`src/rtl/seven_seg_serial_scanner_if.sv`:
```
// Pin bundle of the serial-loaded seven-segment scanner: the serial
// link in, the multiplexed display drive and the status pulses out.
interface seven_seg_serial_scanner_if #(
  parameter int DIGITS = 4
);
  logic              serialClockIn;
  logic              serialDataIn;
  logic [DIGITS-1:0] digitalOutputPins;
  logic [7:0]        segmentOutputPins;
  logic              frameValid;
  logic              frameError;
  logic              serialActivity;

  // Source of the serial link, consumer of the display drive.
  modport master (
    output serialClockIn, serialDataIn,
    input  digitalOutputPins, segmentOutputPins, frameValid, frameError, serialActivity
  );

  // The scanner itself.
  modport slave (
    input  serialClockIn, serialDataIn,
    output digitalOutputPins, segmentOutputPins, frameValid, frameError, serialActivity
  );
endinterface

```
`src/rtl/seven_seg_serial_scanner.sv`:
```
// Multiplexed seven-segment driver whose digit registers are loaded
// over a slow, noisy two-wire serial link (address then segment byte,
// MSB first). Both serial wires are synchronized and debounced; a
// rising edge of the filtered clock shifts one bit in.
module seven_seg_serial_scanner #(
  parameter int DIGITS          = 4,
  parameter int SCAN_CYCLES     = 24000,
  parameter int DEAD_CYCLES     = 240,
  parameter int DEBOUNCE_CYCLES = 65536,
  parameter int TIMEOUT_CYCLES  = 2400000,
  parameter bit SEG_ACTIVE_LOW  = 1'b0,
  parameter bit DIG_ACTIVE_LOW  = 1'b1
) (
  input logic clock,
  input logic reset,
  seven_seg_serial_scanner_if.slave bus
);

  localparam int ADDR_W    = (DIGITS <= 2) ? 1 : $clog2(DIGITS);
  localparam int FRAME_LEN = ADDR_W + 8;
  localparam int CNT_W     = $clog2(FRAME_LEN + 1);
  localparam int DEB_W     = (DEBOUNCE_CYCLES <= 2) ? 1 : $clog2(DEBOUNCE_CYCLES);
  localparam int IDLE_W    = (TIMEOUT_CYCLES <= 2) ? 1 : $clog2(TIMEOUT_CYCLES);
  localparam int SCAN_W    = (SCAN_CYCLES <= 2) ? 1 : $clog2(SCAN_CYCLES);

  localparam logic [DEB_W-1:0]  DEB_LAST  = DEB_W'(DEBOUNCE_CYCLES - 1);
  localparam logic [IDLE_W-1:0] IDLE_LAST = IDLE_W'(TIMEOUT_CYCLES - 1);
  localparam logic [SCAN_W-1:0] SCAN_LAST = SCAN_W'(SCAN_CYCLES - 1);
  localparam logic [SCAN_W-1:0] DEAD_L    = SCAN_W'(DEAD_CYCLES);
  localparam logic [ADDR_W-1:0] IDX_LAST  = ADDR_W'(DIGITS - 1);
  localparam logic [ADDR_W:0]   DIGITS_L  = (ADDR_W + 1)'(DIGITS);
  localparam logic [CNT_W-1:0]  LAST_BIT  = CNT_W'(FRAME_LEN - 1);

  localparam logic [7:0]        SEG_OFF = {8{SEG_ACTIVE_LOW}};
  localparam logic [DIGITS-1:0] DIG_OFF = {DIGITS{DIG_ACTIVE_LOW}};

  typedef enum logic [1:0] {IDLE, SHIFT, COMMIT} rxState_t;

  // Index 0 = serial clock, index 1 = serial data.
  logic [1:0]            rawIn, syncA, syncB, filt;
  logic [1:0][DEB_W-1:0] debCnt;
  logic                  filtClkDly, clkRise;

  rxState_t              state, stateNext;
  logic [CNT_W-1:0]      bitCnt, cntNext;
  logic [FRAME_LEN-1:0]  shiftReg, shiftNext;
  logic [IDLE_W-1:0]     idleCnt, idleNext;
  logic                  writeEn, errPulse;
  logic [ADDR_W-1:0]     frameAddr;
  logic [7:0]            frameByte;
  logic                  addrOk;

  logic [DIGITS-1:0][7:0] digitRegs;
  logic [SCAN_W-1:0]      scanCnt;
  logic [ADDR_W-1:0]      digitIdx;
  logic [DIGITS-1:0]      activeOneHot;
  logic [DIGITS-1:0]      digitSel;
  logic [7:0]             segOut;
  logic                   validQ, errorQ;

  assign rawIn = {bus.serialDataIn, bus.serialClockIn};

  // Two-flop synchronizers for both asynchronous serial wires.
  always_ff @(posedge clock or posedge reset) begin
    if (reset) begin
      syncA <= '0;
      syncB <= '0;
    end else begin
      syncA <= rawIn;
      syncB <= syncA;
    end
  end

  // Debounce: accept a new level only after DEBOUNCE_CYCLES consecutive
  // disagreeing samples; any agreeing sample restarts the count.
  always_ff @(posedge clock or posedge reset) begin
    if (reset) begin
      filt   <= '0;
      debCnt <= '0;
    end else begin
      for (int i = 0; i < 2; i++) begin
        if (syncB[i] == filt[i]) begin
          debCnt[i] <= '0;
        end else if (debCnt[i] == DEB_LAST) begin
          filt[i]   <= syncB[i];
          debCnt[i] <= '0;
        end else begin
          debCnt[i] <= debCnt[i] + 1'b1;
        end
      end
    end
  end

  // Delayed filtered clock for rising-edge detection.
  always_ff @(posedge clock or posedge reset) begin
    if (reset) filtClkDly <= 1'b0;
    else       filtClkDly <= filt[0];
  end

  assign clkRise   = filt[0] & ~filtClkDly;
  assign frameAddr = shiftReg[FRAME_LEN-1 -: ADDR_W];
  assign frameByte = shiftReg[7:0];
  assign addrOk    = {1'b0, frameAddr} < DIGITS_L;

  // Receiver state, bit counter, shift register and idle timer.
  always_ff @(posedge clock or posedge reset) begin
    if (reset) begin
      state    <= IDLE;
      bitCnt   <= '0;
      shiftReg <= '0;
      idleCnt  <= '0;
    end else begin
      state    <= stateNext;
      bitCnt   <= cntNext;
      shiftReg <= shiftNext;
      idleCnt  <= idleNext;
    end
  end

  // Receiver next state: shift on filtered edges, commit one cycle after
  // the last bit, abort a stalled partial frame. An edge during COMMIT
  // already belongs to the next frame.
  always_comb begin
    stateNext = state;
    cntNext   = bitCnt;
    shiftNext = shiftReg;
    idleNext  = idleCnt;
    writeEn   = 1'b0;
    errPulse  = 1'b0;
    case (state)
      IDLE: begin
        if (clkRise) begin
          shiftNext = {shiftReg[FRAME_LEN-2:0], filt[1]};
          cntNext   = CNT_W'(1);
          idleNext  = '0;
          stateNext = SHIFT;
        end
      end
      SHIFT: begin
        if (clkRise) begin
          shiftNext = {shiftReg[FRAME_LEN-2:0], filt[1]};
          cntNext   = bitCnt + 1'b1;
          idleNext  = '0;
          if (bitCnt == LAST_BIT) stateNext = COMMIT;
        end else if (idleCnt == IDLE_LAST) begin
          cntNext   = '0;
          idleNext  = '0;
          errPulse  = 1'b1;
          stateNext = IDLE;
        end else begin
          idleNext = idleCnt + 1'b1;
        end
      end
      COMMIT: begin
        if (addrOk) writeEn  = 1'b1;
        else        errPulse = 1'b1;
        cntNext   = '0;
        idleNext  = '0;
        stateNext = IDLE;
        if (clkRise) begin
          shiftNext = {shiftReg[FRAME_LEN-2:0], filt[1]};
          cntNext   = CNT_W'(1);
          stateNext = SHIFT;
        end
      end
      default: stateNext = IDLE;
    endcase
  end

  // Digit registers and the registered status pulses.
  always_ff @(posedge clock or posedge reset) begin
    if (reset) begin
      digitRegs <= '0;
      validQ    <= 1'b0;
      errorQ    <= 1'b0;
    end else begin
      validQ <= writeEn;
      errorQ <= errPulse;
      for (int i = 0; i < DIGITS; i++) begin
        if (writeEn && frameAddr == ADDR_W'(i)) digitRegs[i] <= frameByte;
      end
    end
  end

  assign activeOneHot = DIGITS'(1) << digitIdx;

  // Scan timing plus registered digit/segment drive; the start of each
  // slot is blanked so the previous digit's pattern never ghosts.
  always_ff @(posedge clock or posedge reset) begin
    if (reset) begin
      scanCnt  <= '0;
      digitIdx <= '0;
      digitSel <= DIG_OFF;
      segOut   <= SEG_OFF;
    end else begin
      if (scanCnt == SCAN_LAST) begin
        scanCnt  <= '0;
        digitIdx <= (digitIdx == IDX_LAST) ? '0 : digitIdx + 1'b1;
      end else begin
        scanCnt <= scanCnt + 1'b1;
      end
      if (scanCnt < DEAD_L) begin
        digitSel <= DIG_OFF;
        segOut   <= SEG_OFF;
      end else begin
        digitSel <= DIG_ACTIVE_LOW ? ~activeOneHot : activeOneHot;
        segOut   <= digitRegs[digitIdx] ^ SEG_OFF;
      end
    end
  end

  assign bus.digitalOutputPins = digitSel;
  assign bus.segmentOutputPins = segOut;
  assign bus.frameValid        = validQ;
  assign bus.frameError        = errorQ;
  assign bus.serialActivity    = filt[0];

endmodule
```
`src/flat_wrapper.sv`:
```
// flat-port wrapper written by rule: the top's interface ports become plain ports
module seven_seg_serial_scanner_flat 
#(
  parameter int DIGITS          = 4,
  parameter int SCAN_CYCLES     = 24000,
  parameter int DEAD_CYCLES     = 240,
  parameter int DEBOUNCE_CYCLES = 65536,
  parameter int TIMEOUT_CYCLES  = 2400000,
  parameter bit SEG_ACTIVE_LOW  = 1'b0,
  parameter bit DIG_ACTIVE_LOW  = 1'b1
)
  (clock, reset, bus_serialClockIn, bus_serialDataIn, bus_digitalOutputPins, bus_segmentOutputPins, bus_frameValid, bus_frameError, bus_serialActivity);
  seven_seg_serial_scanner_if #(.DIGITS(DIGITS)) bus_i ();
  input logic clock;
  input logic reset;
  input wire logic [$bits(bus_i.serialClockIn)-1:0] bus_serialClockIn;
  input wire logic [$bits(bus_i.serialDataIn)-1:0] bus_serialDataIn;
  output wire logic [$bits(bus_i.digitalOutputPins)-1:0] bus_digitalOutputPins;
  output wire logic [$bits(bus_i.segmentOutputPins)-1:0] bus_segmentOutputPins;
  output wire logic [$bits(bus_i.frameValid)-1:0] bus_frameValid;
  output wire logic [$bits(bus_i.frameError)-1:0] bus_frameError;
  output wire logic [$bits(bus_i.serialActivity)-1:0] bus_serialActivity;
  assign bus_i.serialClockIn = bus_serialClockIn;
  assign bus_i.serialDataIn = bus_serialDataIn;
  assign bus_digitalOutputPins = bus_i.digitalOutputPins;
  assign bus_segmentOutputPins = bus_i.segmentOutputPins;
  assign bus_frameValid = bus_i.frameValid;
  assign bus_frameError = bus_i.frameError;
  assign bus_serialActivity = bus_i.serialActivity;
  seven_seg_serial_scanner #(.DIGITS(DIGITS), .SCAN_CYCLES(SCAN_CYCLES), .DEAD_CYCLES(DEAD_CYCLES), .DEBOUNCE_CYCLES(DEBOUNCE_CYCLES), .TIMEOUT_CYCLES(TIMEOUT_CYCLES), .SEG_ACTIVE_LOW(SEG_ACTIVE_LOW), .DIG_ACTIVE_LOW(DIG_ACTIVE_LOW)) u_core (.clock(clock), .reset(reset), .bus(bus_i));
endmodule
```
`config.mk`:
```
export PLATFORM = sky130hd
export DESIGN_NAME = seven_seg_serial_scanner_flat
export DESIGN_NICKNAME = d
export VERILOG_FILES = /design/src/rtl/seven_seg_serial_scanner_if.sv /design/src/rtl/seven_seg_serial_scanner.sv /design/src/flat_wrapper.sv
export SDC_FILE = /design/constraint.sdc
export NUM_CORES = 1
export LEC_CHECK = 0
export ABC_AREA = 1
export ABC_CLOCK_PERIOD_IN_PS = 12500
export CAP_MARGIN = 10
export CORE_MARGIN = 5
export CORE_UTILIZATION = 66
export DETAILED_ROUTE_END_ITERATION = 12
export GPL_TIMING_DRIVEN = 0
export PLACE_DENSITY_LB_ADDON = 0.08
export SKIP_LAST_GASP = 1
export SYNTH_ARGS = -nofsm -noshare
export SYNTH_HDL_FRONTEND = slang
export SYNTH_SLANG_ARGS = --single-unit
```
`constraint.sdc`:
```
create_clock -name clock -period 12.5 [get_ports clock]
set_input_delay 2.5 -clock clock [delete_from_list [all_inputs] [get_ports clock]]
set_output_delay 2.5 -clock clock [all_outputs]
set_load 0.005 [all_outputs]
```
Word level (Yosys, flattened, before mapping)
Cells that the tools add are included.
{"block": "word_totals", "regBits": 140, "word_cells": 94}
{"block": "classes", "n_lt_le_gt_ge": 2, "bitwise_logic": 5, "n_mux": 29, "n_shift": 1, "n_reduce_logical": 14, "n_eq_ne": 16, "n_addsub": 6}
{"cell": "$mux W22", "n": 3}
{"cell": "$pmux W22 S3", "n": 1}
{"cell": "$mux W16", "n": 4}
{"cell": "$add A16 B1 Y16 const B", "n": 2}
{"cell": "$eq A16 B16 Y1 const B", "n": 2}
{"cell": "$add A22 B1 Y22 const B", "n": 1}
{"cell": "$eq A22 B22 Y1 const B", "n": 1}
{"cell": "$bmux W8 S2", "n": 1}
{"cell": "$mux W4", "n": 4}
{"cell": "$mux W8", "n": 2}
{"cell": "$add A15 B1 Y15 const B", "n": 1}
{"cell": "$eq A15 B15 Y1 const B", "n": 1}
{"cell": "$lt A15 B8 Y1 const B", "n": 1}
{"cell": "$mux W15", "n": 1}
{"cell": "$pmux W4 S3", "n": 1}
{"cell": "$mux W2", "n": 5}
{"cell": "$eq A2 B2 Y1 const B", "n": 4}
{"cell": "$reduce_and A2 Y1", "n": 4}
{"cell": "$mux W1", "n": 6}
{"cell": "$pmux W2 S3", "n": 1}
{"cell": "$reduce_and A3 Y1", "n": 2}
{"cell": "$add A4 B1 Y4 const B", "n": 1}
{"cell": "$eq A2 B1 Y1 const B", "n": 2}
{"cell": "$eq A4 B4 Y1 const B", "n": 1}
{"cell": "14 further kinds", "n": 21}

Depth between registers and ports, before layout
{"block": "logic_depth", "word_depth": 4, "depth_mapped": 11, "mapped_depth_nobuf": 10}

Worst setup path before layout
OpenSTA, ideal clock, no wires.
{"block": "synth_path", "path_type": "register -> output", "startpoint": "register u_core.digitSel[0] (netlist: u_core.bus.digitalOutputPins[0])", "endpoint": "output bus_digitalOutputPins[0]", "path_slack_ns": 9.499, "path_stages_with_launch": 1, "t_arrival_ns": 0.501, "required_ns": 10.000, "cell_sequence": "dfstp_2"}
{"element": "start: declaration", "line_no": "seven_seg_serial_scanner.sv:57", "source": "logic [DIGITS-1:0] digitSel;"}
{"element": "start signal: assignment", "line_no": "seven_seg_serial_scanner.sv:206", "source": "digitSel <= DIG_ACTIVE_LOW ? ~activeOneHot : activeOneHot;"}
{"element": "end: declaration", "line_no": "flat_wrapper.sv:18", "source": "output wire logic [$bits(bus_i.digitalOutputPins)-1:0] bus_digitalOutputPins;"}
No word-level cell between the ends.

Final worst setup path
{"block": "layout_path", "startpoint": "register u_core.digitSel[2] (netlist: u_core.bus.digitalOutputPins[2])", "endpoint": "output bus_digitalOutputPins[2]"}
No word-level cell between the ends.

==> results.txt <==
outcome: finished, final reports clean
Psw: 216.4 uW
Worst Max-Slew Pin Slew: 0.5713 ns
share of cells above drive strength 1: 0.08768
RR Startpoint: u_core.state[0]$_DFFE_PP0P_
Pwr Total: 964.1 uW
final worst slack: 8.452 ns
share of the yosys chip area belonging to registers: 0.5197
Resize count post-CTS: 0
Final Hold Vio Count: 0
kind of critical path: reg2out
clock share of power: 0.510
Worst Path Required: 10.00 ns
Comb power frac: 0.016
setup bufs post-CTS: 0
Core ar.: 10140 um2
drt first pass iters: 5
die height: 111.1 um
fin nets: 849
largest net degree at the start of global routing: 80
# fillers: 701
Netlist Area Pre-Place: 6750 um2
Routed Antenna Nets: 0
pre-CTS setup slack: 8.674 ns
clk slew on worst S/H paths: 0.06 ns
Port Buf Inserts: 18
Yosys Warn Count: 0
Max-Slew Margin vs Limit: 0.6192
largest area contributor in the netlist: dfrtp_1
CP delay by family, top: flip-flops
row cnt: 37
Seq pwr share: 0.474
Tcrit/Tclk final: 0.3239
Via Count: 5468
CP Cell Sequence: clkdlybuf4s50_1
Inserted Clock Buffers: 17
clock sinks: 140
WL/cell: 14.44 um
fin. max-slew vios: 0
Max-Cap Viols: 0
area post-placement: 7133 um2
post-synthesis async set-or-reset flop share: 1.000
die span in x: 111.1 um
drt total wl: 14150 um
Setup TNS: 0 ns
Reg area: 3508 um2
total gr overflow: 0
Hold Crit Start: u_core.syncA[1]$_DFF_PP0_
H-tree depth: 4
maximum fanout along the worst path: 1
CTS Root Cell: clkbuf_8
Initial Utilization: 0.6658
ANT cells: 0
Synthesized Nets: 811
HP Class: reg2reg
cell internal pwr: 747.7 uW
Yosys reg bits: 140
Gate Count Post-Synth: 793
fin crit period: 4.048 ns
Power Dens Cells: 125.0 nW/um2
Layout Skew: 0.007546 ns
Post-CTS Hold Fix Bufs: 0
RD Place Congestion: 0.9122
Net Sw Frac: 0.2245
Worst path slowest cell: dfstp_2
Post-synth EDFFs: 0
DP HPWL: 9597 um
Leakage: 3.514 nW
critical path launch point type: flop
Post-synth top flop: dfrtp_1
Mean Syn Cell Area: 8.512 um2
Layout Area Growth over Synthesis: 14.27%
CTS tree: done
top cells by area, synth: dfrtp_1 50%, nand2_1 9.1%, nor2_1 6.7%, o21ai_0 5.3%, inv_1 4.9%
Worst Setup End Kind: output pin
Critical Path Start: u_core.bus.digitalOutputPins[2]$_DFF_PP1_
Yosys top cell area share: 0.5042
unrepaired setup endpoints after global routing: false
top-count cell post-synth: nand2_1
overall die area: 12350 um2
num ports: 19
initial DRC count: 473
Setup Viol. Count Final: 0
Worst-Skew Late Latency: 0.54 ns
synth unique cells: 40
CTS max path bufs: 2
all-layer global routing usage: 0.2445
drt drc: 0
fin cells: 980
first-pass GRT wire length: 24630 um
Finished Cell Area: 7714 um2
DP Cell Count: 948
routed vias/inst: 5.580
number of global-route vias before repair: 5391
initial antenna violation count: 0
Buf/Inv on CP: 1
VDD IR max: 0.0001209 V
area of the multi-input gates: 2836 um2
top post-synthesis cells by count: 163 x nand2_1, 136 x dfrtp_1, 120 x nor2_1
slowest cell delay on critical path: 0.52 ns
worst path arrival time: 1.55 ns
fmax: 247.0 MHz
[final timing paths]
kind | end | slack, ns | depth (start not counted)
setup reg to reg | u_core.digitRegs[25]$_DFFE_PP0P_ | 10.69 | 6
setup / recovery | bus_digitalOutputPins[2] | 8.45 | 1
min in group asynchronous | u_core.idleCnt[18]$_DFFE_PP0P_ | 2.41 | 2
hold reg to reg | u_core.syncB[1]$_DFF_PP0_ | 0.35 | 0
hold / removal | u_core.syncB[1]$_DFF_PP0_ | 0.35 | 0
max in group asynchronous | u_core.shiftReg[3]$_DFFE_PP0P_ | 9.31 | 3
[through the flow]
step	hold WS, ns	util
6_report	0.3472	0.7608
3_3_place_gp	0.3325	0.7004
5_1_grt	0.3572	0.7608
2_1_floorplan	0.3312	-
3_5_place_dp	0.3347	0.7036
4_1_cts	0.3489	0.7608
[flip-flops by register name, indices dropped and copies added (netlist names), 2 cells and up]
signal and flops:
u_core.debCnt 32, u_core.digitRegs 32, u_core.idleCnt 22, u_core.scanCnt 15
u_core.shiftReg 10, u_core.bus.segmentOutputPins 8, u_core.bitCnt 4, u_core.bus.digitalOutputPins 4
u_core.digitIdx 2, u_core.filt 2, u_core.state 2, u_core.syncA 2
u_core.syncB 2
[routing by layer]
| metal | part of all wire | vias up | global-route usage |
|---|---|---|---|
| met5 | 0 | - | 0 |
| li1 | - | 2641 | - |
| met2 | 0.50 | 155 | 0.4167 |
| met3 | 0.053 | 29 | 0.06441 |
| met1 | 0.43 | 2643 | 0.3019 |
| met4 | 0.018 | 0 | 0.08678 |
[power groups by stage]
stage / registers (mW) / logic, mW / clock network, mW
after global routing: 0.457 / 0.0186 / 0.524
after global placement: 0.465 / 0.0147 / 0
after CTS: 0.457 / 0.0166 / 0.497
after detailed placement: 0.465 / 0.0166 / 0
final: 0.457 / 0.0158 / 0.491
after floorplan: 0.465 / 0.0107 / 0
[kinds of logic (layout without fill, tap and decap cells)]
logic type / count (synthesis) / after routing / synth area share
flops: 140 / 140 / 0.5197
xor+xnor: 30 / 30 / 0.03892
fa+ha+maj: 14 / 14 / 0.02595
simple gates: 407 / 407 / 0.2754
buf+inv: 105 / 156 / 0.06005
compound gates: 97 / 97 / 0.07989
[cell type report]
type	count	share of cell area
buffer	12	0.007299
clock buffer	18	0.05418
clock inverter	14	0.02109
inverter	93	0.04590
multi-input combinational	548	0.3677
sequential	140	0.4548
tap	136	0.02206
timing repair buffer	19	0.02693
[cells in the final DEF, fill, tap and decap left out, types with 6 or more instances in the layout]
master / count
ha_1: 14
xnor2_1: 7
nor3_1: 30
nand4_1: 21
clkdlybuf4s50_1: 18
inv_1: 87
clkbuf_16: 16
nand3_1: 35
clkbuf_1: 9
xor2_1: 23
nor2_1: 120
o21ai_0: 72
o22ai_1: 8
a21oi_1: 6
dfrtp_1: 136
nand2_1: 163
No activity file was read; power rests on OpenSTA's default activity.
